`config.mk`:
```
export PLATFORM = sky130hd
export DESIGN_NAME = xif_id_tracker
export DESIGN_NICKNAME = d
export VERILOG_FILES = /design/src/rtl/xif_id_tracker.sv
export SDC_FILE = /design/constraint.sdc
export NUM_CORES = 1
export LEC_CHECK = 0
export BUFFER_PORTS_ARGS = -buffer_cell sky130_fd_sc_hd__buf_4
export CAP_MARGIN = 0
export CORE_ASPECT_RATIO = 0.9
export CORE_MARGIN = 2
export CORE_UTILIZATION = 45
export DETAILED_ROUTE_END_ITERATION = 7
export PLACE_DENSITY = 0.66
export SYNTH_ARGS = -nofsm -noshare
export SYNTH_HDL_FRONTEND = slang
export SYNTH_SLANG_ARGS = --single-unit
```
`constraint.sdc`:
```
create_clock -name clk -period 3.81 [get_ports clk]
set_input_delay 0.381 -clock clk [delete_from_list [all_inputs] [get_ports clk]]
set_output_delay 0.381 -clock clk [all_outputs]
set_load 0.005 [all_outputs]
```
`src/rtl/xif_id_tracker.sv`:
```
// In-order tracker for offloaded FPU instructions.
// Holds issued IDs until commit and completion, then returns results.
module xif_id_tracker #(
    parameter int DEPTH       = 4,
    parameter int X_ID_WIDTH  = 4,
    parameter int X_RFW_WIDTH = 32
) (
    input  logic                       clk,
    input  logic                       reset,
    input  logic                       issue_valid,
    output logic                       issue_ready,
    input  logic                       issue_accept,
    input  logic                       issue_writeback,
    input  logic [X_ID_WIDTH-1:0]      issue_id,
    input  logic [4:0]                 issue_rd,
    input  logic                       commit_valid,
    input  logic [X_ID_WIDTH-1:0]      commit_id,
    input  logic                       commit_kill,
    input  logic                       exec_valid,
    input  logic [X_ID_WIDTH-1:0]      exec_id,
    input  logic [X_RFW_WIDTH-1:0]     exec_data,
    input  logic                       exec_exc,
    input  logic [5:0]                 exec_exccode,
    output logic                       result_valid,
    input  logic                       result_ready,
    output logic [X_ID_WIDTH-1:0]      result_id,
    output logic [X_RFW_WIDTH-1:0]     result_data,
    output logic [4:0]                 result_rd,
    output logic                       result_we,
    output logic                       result_exc,
    output logic [5:0]                 result_exccode,
    output logic [$clog2(DEPTH+1)-1:0] count
);
    localparam int PW = $clog2(DEPTH);
    localparam int CW = $clog2(DEPTH+1);

    typedef enum logic [1:0] {
        ST_FREE,
        ST_ISSUED,
        ST_COMMITTED,
        ST_KILLED
    } state_e;

    state_e                 state_q   [DEPTH];
    state_e                 state_d   [DEPTH];
    logic                   done_q    [DEPTH];
    logic                   done_d    [DEPTH];
    logic [X_ID_WIDTH-1:0]  id_q      [DEPTH];
    logic [X_ID_WIDTH-1:0]  id_d      [DEPTH];
    logic [4:0]             rd_q      [DEPTH];
    logic [4:0]             rd_d      [DEPTH];
    logic                   wb_q      [DEPTH];
    logic                   wb_d      [DEPTH];
    logic [X_RFW_WIDTH-1:0] data_q    [DEPTH];
    logic [X_RFW_WIDTH-1:0] data_d    [DEPTH];
    logic                   exc_q     [DEPTH];
    logic                   exc_d     [DEPTH];
    logic [5:0]             code_q    [DEPTH];
    logic [5:0]             code_d    [DEPTH];

    logic [PW-1:0] head_q, head_d;
    logic [PW-1:0] tail_q, tail_d;
    logic [CW-1:0] count_q, count_d;

    logic          cmt_hit, exe_hit;
    logic [PW-1:0] cmt_idx, exe_idx, idx;
    logic          alloc, pop, kill_free, free;

    assign issue_ready = (count_q != CW'(DEPTH));
    assign alloc       = issue_valid & issue_ready & issue_accept;
    assign count       = count_q;

    assign result_valid = (state_q[head_q] == ST_COMMITTED) & done_q[head_q];
    assign kill_free    = (state_q[head_q] == ST_KILLED);
    assign pop          = result_valid & result_ready;
    assign free         = pop | kill_free;

    assign result_id      = result_valid ? id_q[head_q]   : '0;
    assign result_data    = result_valid ? data_q[head_q] : '0;
    assign result_rd      = result_valid ? rd_q[head_q]   : '0;
    assign result_exc     = result_valid ? exc_q[head_q]  : 1'b0;
    assign result_exccode = result_valid ? code_q[head_q] : '0;
    assign result_we      = result_valid & wb_q[head_q] & ~exc_q[head_q];

    // Oldest-first search for the commit and exec targets
    always_comb begin
        cmt_hit = 1'b0;
        cmt_idx = '0;
        exe_hit = 1'b0;
        exe_idx = '0;
        idx     = '0;
        for (int k = 0; k < DEPTH; k++) begin
            idx = head_q + PW'(k);
            if (!cmt_hit && state_q[idx] == ST_ISSUED &&
                id_q[idx] == commit_id) begin
                cmt_hit = 1'b1;
                cmt_idx = idx;
            end
            if (!exe_hit && state_q[idx] != ST_FREE && !done_q[idx] &&
                id_q[idx] == exec_id) begin
                exe_hit = 1'b1;
                exe_idx = idx;
            end
        end
    end

    // Next-state: commit/exec updates, then head free, then tail alloc
    always_comb begin
        state_d = state_q;
        done_d  = done_q;
        id_d    = id_q;
        rd_d    = rd_q;
        wb_d    = wb_q;
        data_d  = data_q;
        exc_d   = exc_q;
        code_d  = code_q;
        head_d  = head_q;
        tail_d  = tail_q;
        count_d = count_q + CW'(alloc) - CW'(free);
        if (commit_valid && cmt_hit) begin
            state_d[cmt_idx] = commit_kill ? ST_KILLED : ST_COMMITTED;
        end
        if (exec_valid && exe_hit) begin
            done_d[exe_idx] = 1'b1;
            data_d[exe_idx] = exec_data;
            exc_d[exe_idx]  = exec_exc;
            code_d[exe_idx] = exec_exccode;
        end
        if (free) begin
            state_d[head_q] = ST_FREE;
            done_d[head_q]  = 1'b0;
            head_d          = head_q + 1'b1;
        end
        if (alloc) begin
            state_d[tail_q] = ST_ISSUED;
            done_d[tail_q]  = 1'b0;
            id_d[tail_q]    = issue_id;
            rd_d[tail_q]    = issue_rd;
            wb_d[tail_q]    = issue_writeback;
            tail_d          = tail_q + 1'b1;
        end
    end

    // State registers with synchronous reset discarding all entries
    always_ff @(posedge clk) begin
        if (reset) begin
            for (int i = 0; i < DEPTH; i++) begin
                state_q[i] <= ST_FREE;
                done_q[i]  <= 1'b0;
                id_q[i]    <= '0;
                rd_q[i]    <= '0;
                wb_q[i]    <= 1'b0;
                data_q[i]  <= '0;
                exc_q[i]   <= 1'b0;
                code_q[i]  <= '0;
            end
            head_q  <= '0;
            tail_q  <= '0;
            count_q <= '0;
        end else begin
            state_q <= state_d;
            done_q  <= done_d;
            id_q    <= id_d;
            rd_q    <= rd_d;
            wb_q    <= wb_d;
            data_q  <= data_d;
            exc_q   <= exc_d;
            code_q  <= code_d;
            head_q  <= head_d;
            tail_q  <= tail_d;
            count_q <= count_d;
        end
    end
endmodule

```
==> flow_summary.ini <==
[status]
status = finished, final reports clean

[setup_path]
critPathTopFamily = buffers and inverters
cp-end-kind = primary output
start_kind = flop
crit_path_cell_trace = buf_4, mux4_2, nand3b_1, buf_4, buf_4, nor2b_1, buf_4
slowest_delay_ns = 0.63
cpMostUsedCell = buf_4
path_buf_inv = 4
crit_fanout = 38
cp_slowest_cell = mux4_2
critical_path_class = flop to primary output
cp.required_ns = 3.43
arrival_ns = 3.06

[placement]
place_hpwl_mm = 16.85
dp.cells = 1424
dpl_cell_area_sq_um = 11840
place_congestion = 0.8727
preCtsSetupSlack_ns = 0.4349
io_buffers = 118

[logic_synthesis]
ys_warn_count = 0
yosysTopAreaCell = dfxtp_1
yosysMostFrequentCell = nand2_1
yosys-top-cells-count = nand2_1, dfxtp_1, mux2i_1, mux4_2, nor2b_1
ys_types = 51
synth.top_cell.area_share = 0.4008
synth-edff-count = 0
ys.flop_type = dfxtp_1
ys_ff_latch = 215
synth_area_sq_um = 10740
yosysSeqAreaShare = 0.4008
synth_cells = 1066
syn_area_per_cell_sq_um = 10.07
synth_fp_nets = 1142
synth-async-reset-ratio = 0
netlist_top_cells_area = dfxtp_1, mux4_2, mux2i_1

[final_layout]
fill_cells = 2037
drive_gt1_frac = 0.2302
layout.nets = 1223
n_antenna_cell = 0
final_cell_count_no_fill = 1466
fin_util = 0.5408
design_area_sq_um = 12660
syn_to_final_growth_pct = 17.89

[clocking]
root_buffer = clkbuf_16
cts_repair_resize_count = 0
postCtsHoldBufs = 0
clk_pin_slew_worst_paths_ns = 0.06
cts_buffers = 23
cts_tree = built
cts.sinks = 215
max-clock-path-buffers = 3
htreeDepth = 1
post_cts_buffers = 0
clk_latency_ns = 0.51

[drt]
vias = 7997
drc = 0
wl_mm = 26.04
drtIter0Drc = 421
wire_per_inst_microns = 17.76
drtPass1Iterations = 5
viasPerCell = 5.455
final_antenna_net_count = 0

[pwr]
p_sw_mw = 1.117
power_mw = 4.967
powerDensity_nw_per_um2 = 392.4
peakVddDrop_uv = 366.7
swShare = 0.2249
power_frac_clock = 0.486
seq_power_share = 0.459
p_comb_frac = 0.055
internal_power_mw = 3.850
leakage_nw = 5.174

[global_route]
grt_pass1_vias = 8153
grt-ovfl-total = 0
grt_max_degree = 80
antenna_found_initial = 0
grt_pass1_wl_mm = 42.42
grtUsageTotal = 0.2079

[sta]
fin_crit_ns = 3.438
skew_ns = 0.009597
fmax_ghz = 0.2909
final.setup.tns_ns = 0
final-max-slew-violation-count = 0
fin_ws_ns = 0.3721
hold_ws_ns = 0.1349
final-hold-violation-count = 0
fin_crit_sh = 0.9023
slew_headroom = 0.5427
grt_setup_unrepaired = false
finalSetupViolCount = 0
tightest_slew_ns = 0.6843

[floorplanning]
start_util = 0.4587
die_area_sq_um = 25120
num_rows = 53
die_w_microns = 166.8
die_h_microns = 150.5
core-area_sq_um = 23410
io_pins = 119

[min_path]
min_path_type = input pin to flop

[flow_run]
maxCapViolCount = 0
==> kinds of logic after synthesis <==
logic type	after synthesis	synth area share
simple gates	395	0.1592
mux	235	0.3044
flops	215	0.4008
buf+inv	95	0.04440
compound gates	79	0.04836
xor+xnor	36	0.02936
fa+ha+maj	11	0.01352
==> flip-flops by register name, summed over array words and instances (netlist names) <==
signal	flops
tail_q	2
wb_q	4
exc_q	4
done_q	4
state_q	8
code_q	24
count	3
id_q	16
rd_q	20
head_q	2
data_q	128
==> layout make-up <==
type / instances / area, sq um / share of cell area
flip-flops and latches: 215 / 4312 / 0.3406
clock inverters: 13 / 183.9 / 0.01453
repair buffers: 140 / 1139 / 0.08995
well taps: 302 / 377.9 / 0.02985
multi-input cells: 756 / 5961 / 0.4709
clock buffers: 29 / 639.4 / 0.05051
inverters: 11 / 46.29 / 0.003657
==> cells in the final DEF, fill, tap and decap left out, types with 4 or more instances in the layout <==
cell type / instances
mux4_2: 73
xor2_1: 6
mux2i_1: 160
and2_1: 5
a21oi_1: 49
bufinv_16: 4
inv_1: 10
clkbuf_16: 24
buf_12: 7
dfxtp_1: 213
xnor2_1: 30
nor2_1: 19
ha_1: 10
nand3_1: 6
buf_4: 133
a31oi_1: 5
o311ai_0: 4
nor3_1: 4
nand2_1: 291
nand3b_1: 4
nor2b_1: 51
==> worst reg2reg max path, cell delays in order, from the launching register on <==
cell     delay, ns
dfxtp_4       0.36
inv_1         0.05
ha_1          0.43
buf_4         0.23
mux4_2        0.34
nor2_1        0.04
or3_1         0.40
nor3_2        0.19
a21oi_1       0.13
o32ai_4       0.38
and2_2        0.25
buf_12        0.26
mux2i_1       0.28
==> layer usage <==
layer	GRT usage	part of all wire	up-vias
met1	0.2899	0.46	3889
met2	0.3438	0.46	219
met3	0.02603	0.049	43
met4	0.05560	0.022	0
li1	-	-	3846
met5	0	0	-
==> power by group through the flow <==
| stage | logic, mW | clock network [mW] | registers, mW |
|---|---|---|---|
| final | 0.273 | 2.41 | 2.28 |
| after global routing | 0.299 | 2.55 | 2.28 |
| after CTS | 0.274 | 2.46 | 2.28 |
| after detailed placement | 0.272 | 0 | 2.33 |
| after global placement | 0.272 | 0 | 2.33 |
| after floorplan | 0.159 | 0 | 2.33 |
==> path summary, 6_finish.rpt <==
kind	from	slack [ns]	end	cells past startpoint
min reg2reg	rd_q[0]	0.45	rd_q[0]	2
min	issue_rd[1]	0.13	rd_q[6]	3
max reg2reg	head_q[0]	0.41	data_q[125]	12
max	head_q[1]	0.37	result_exccode[0]	7
Power figures use the tool's default switching activity.
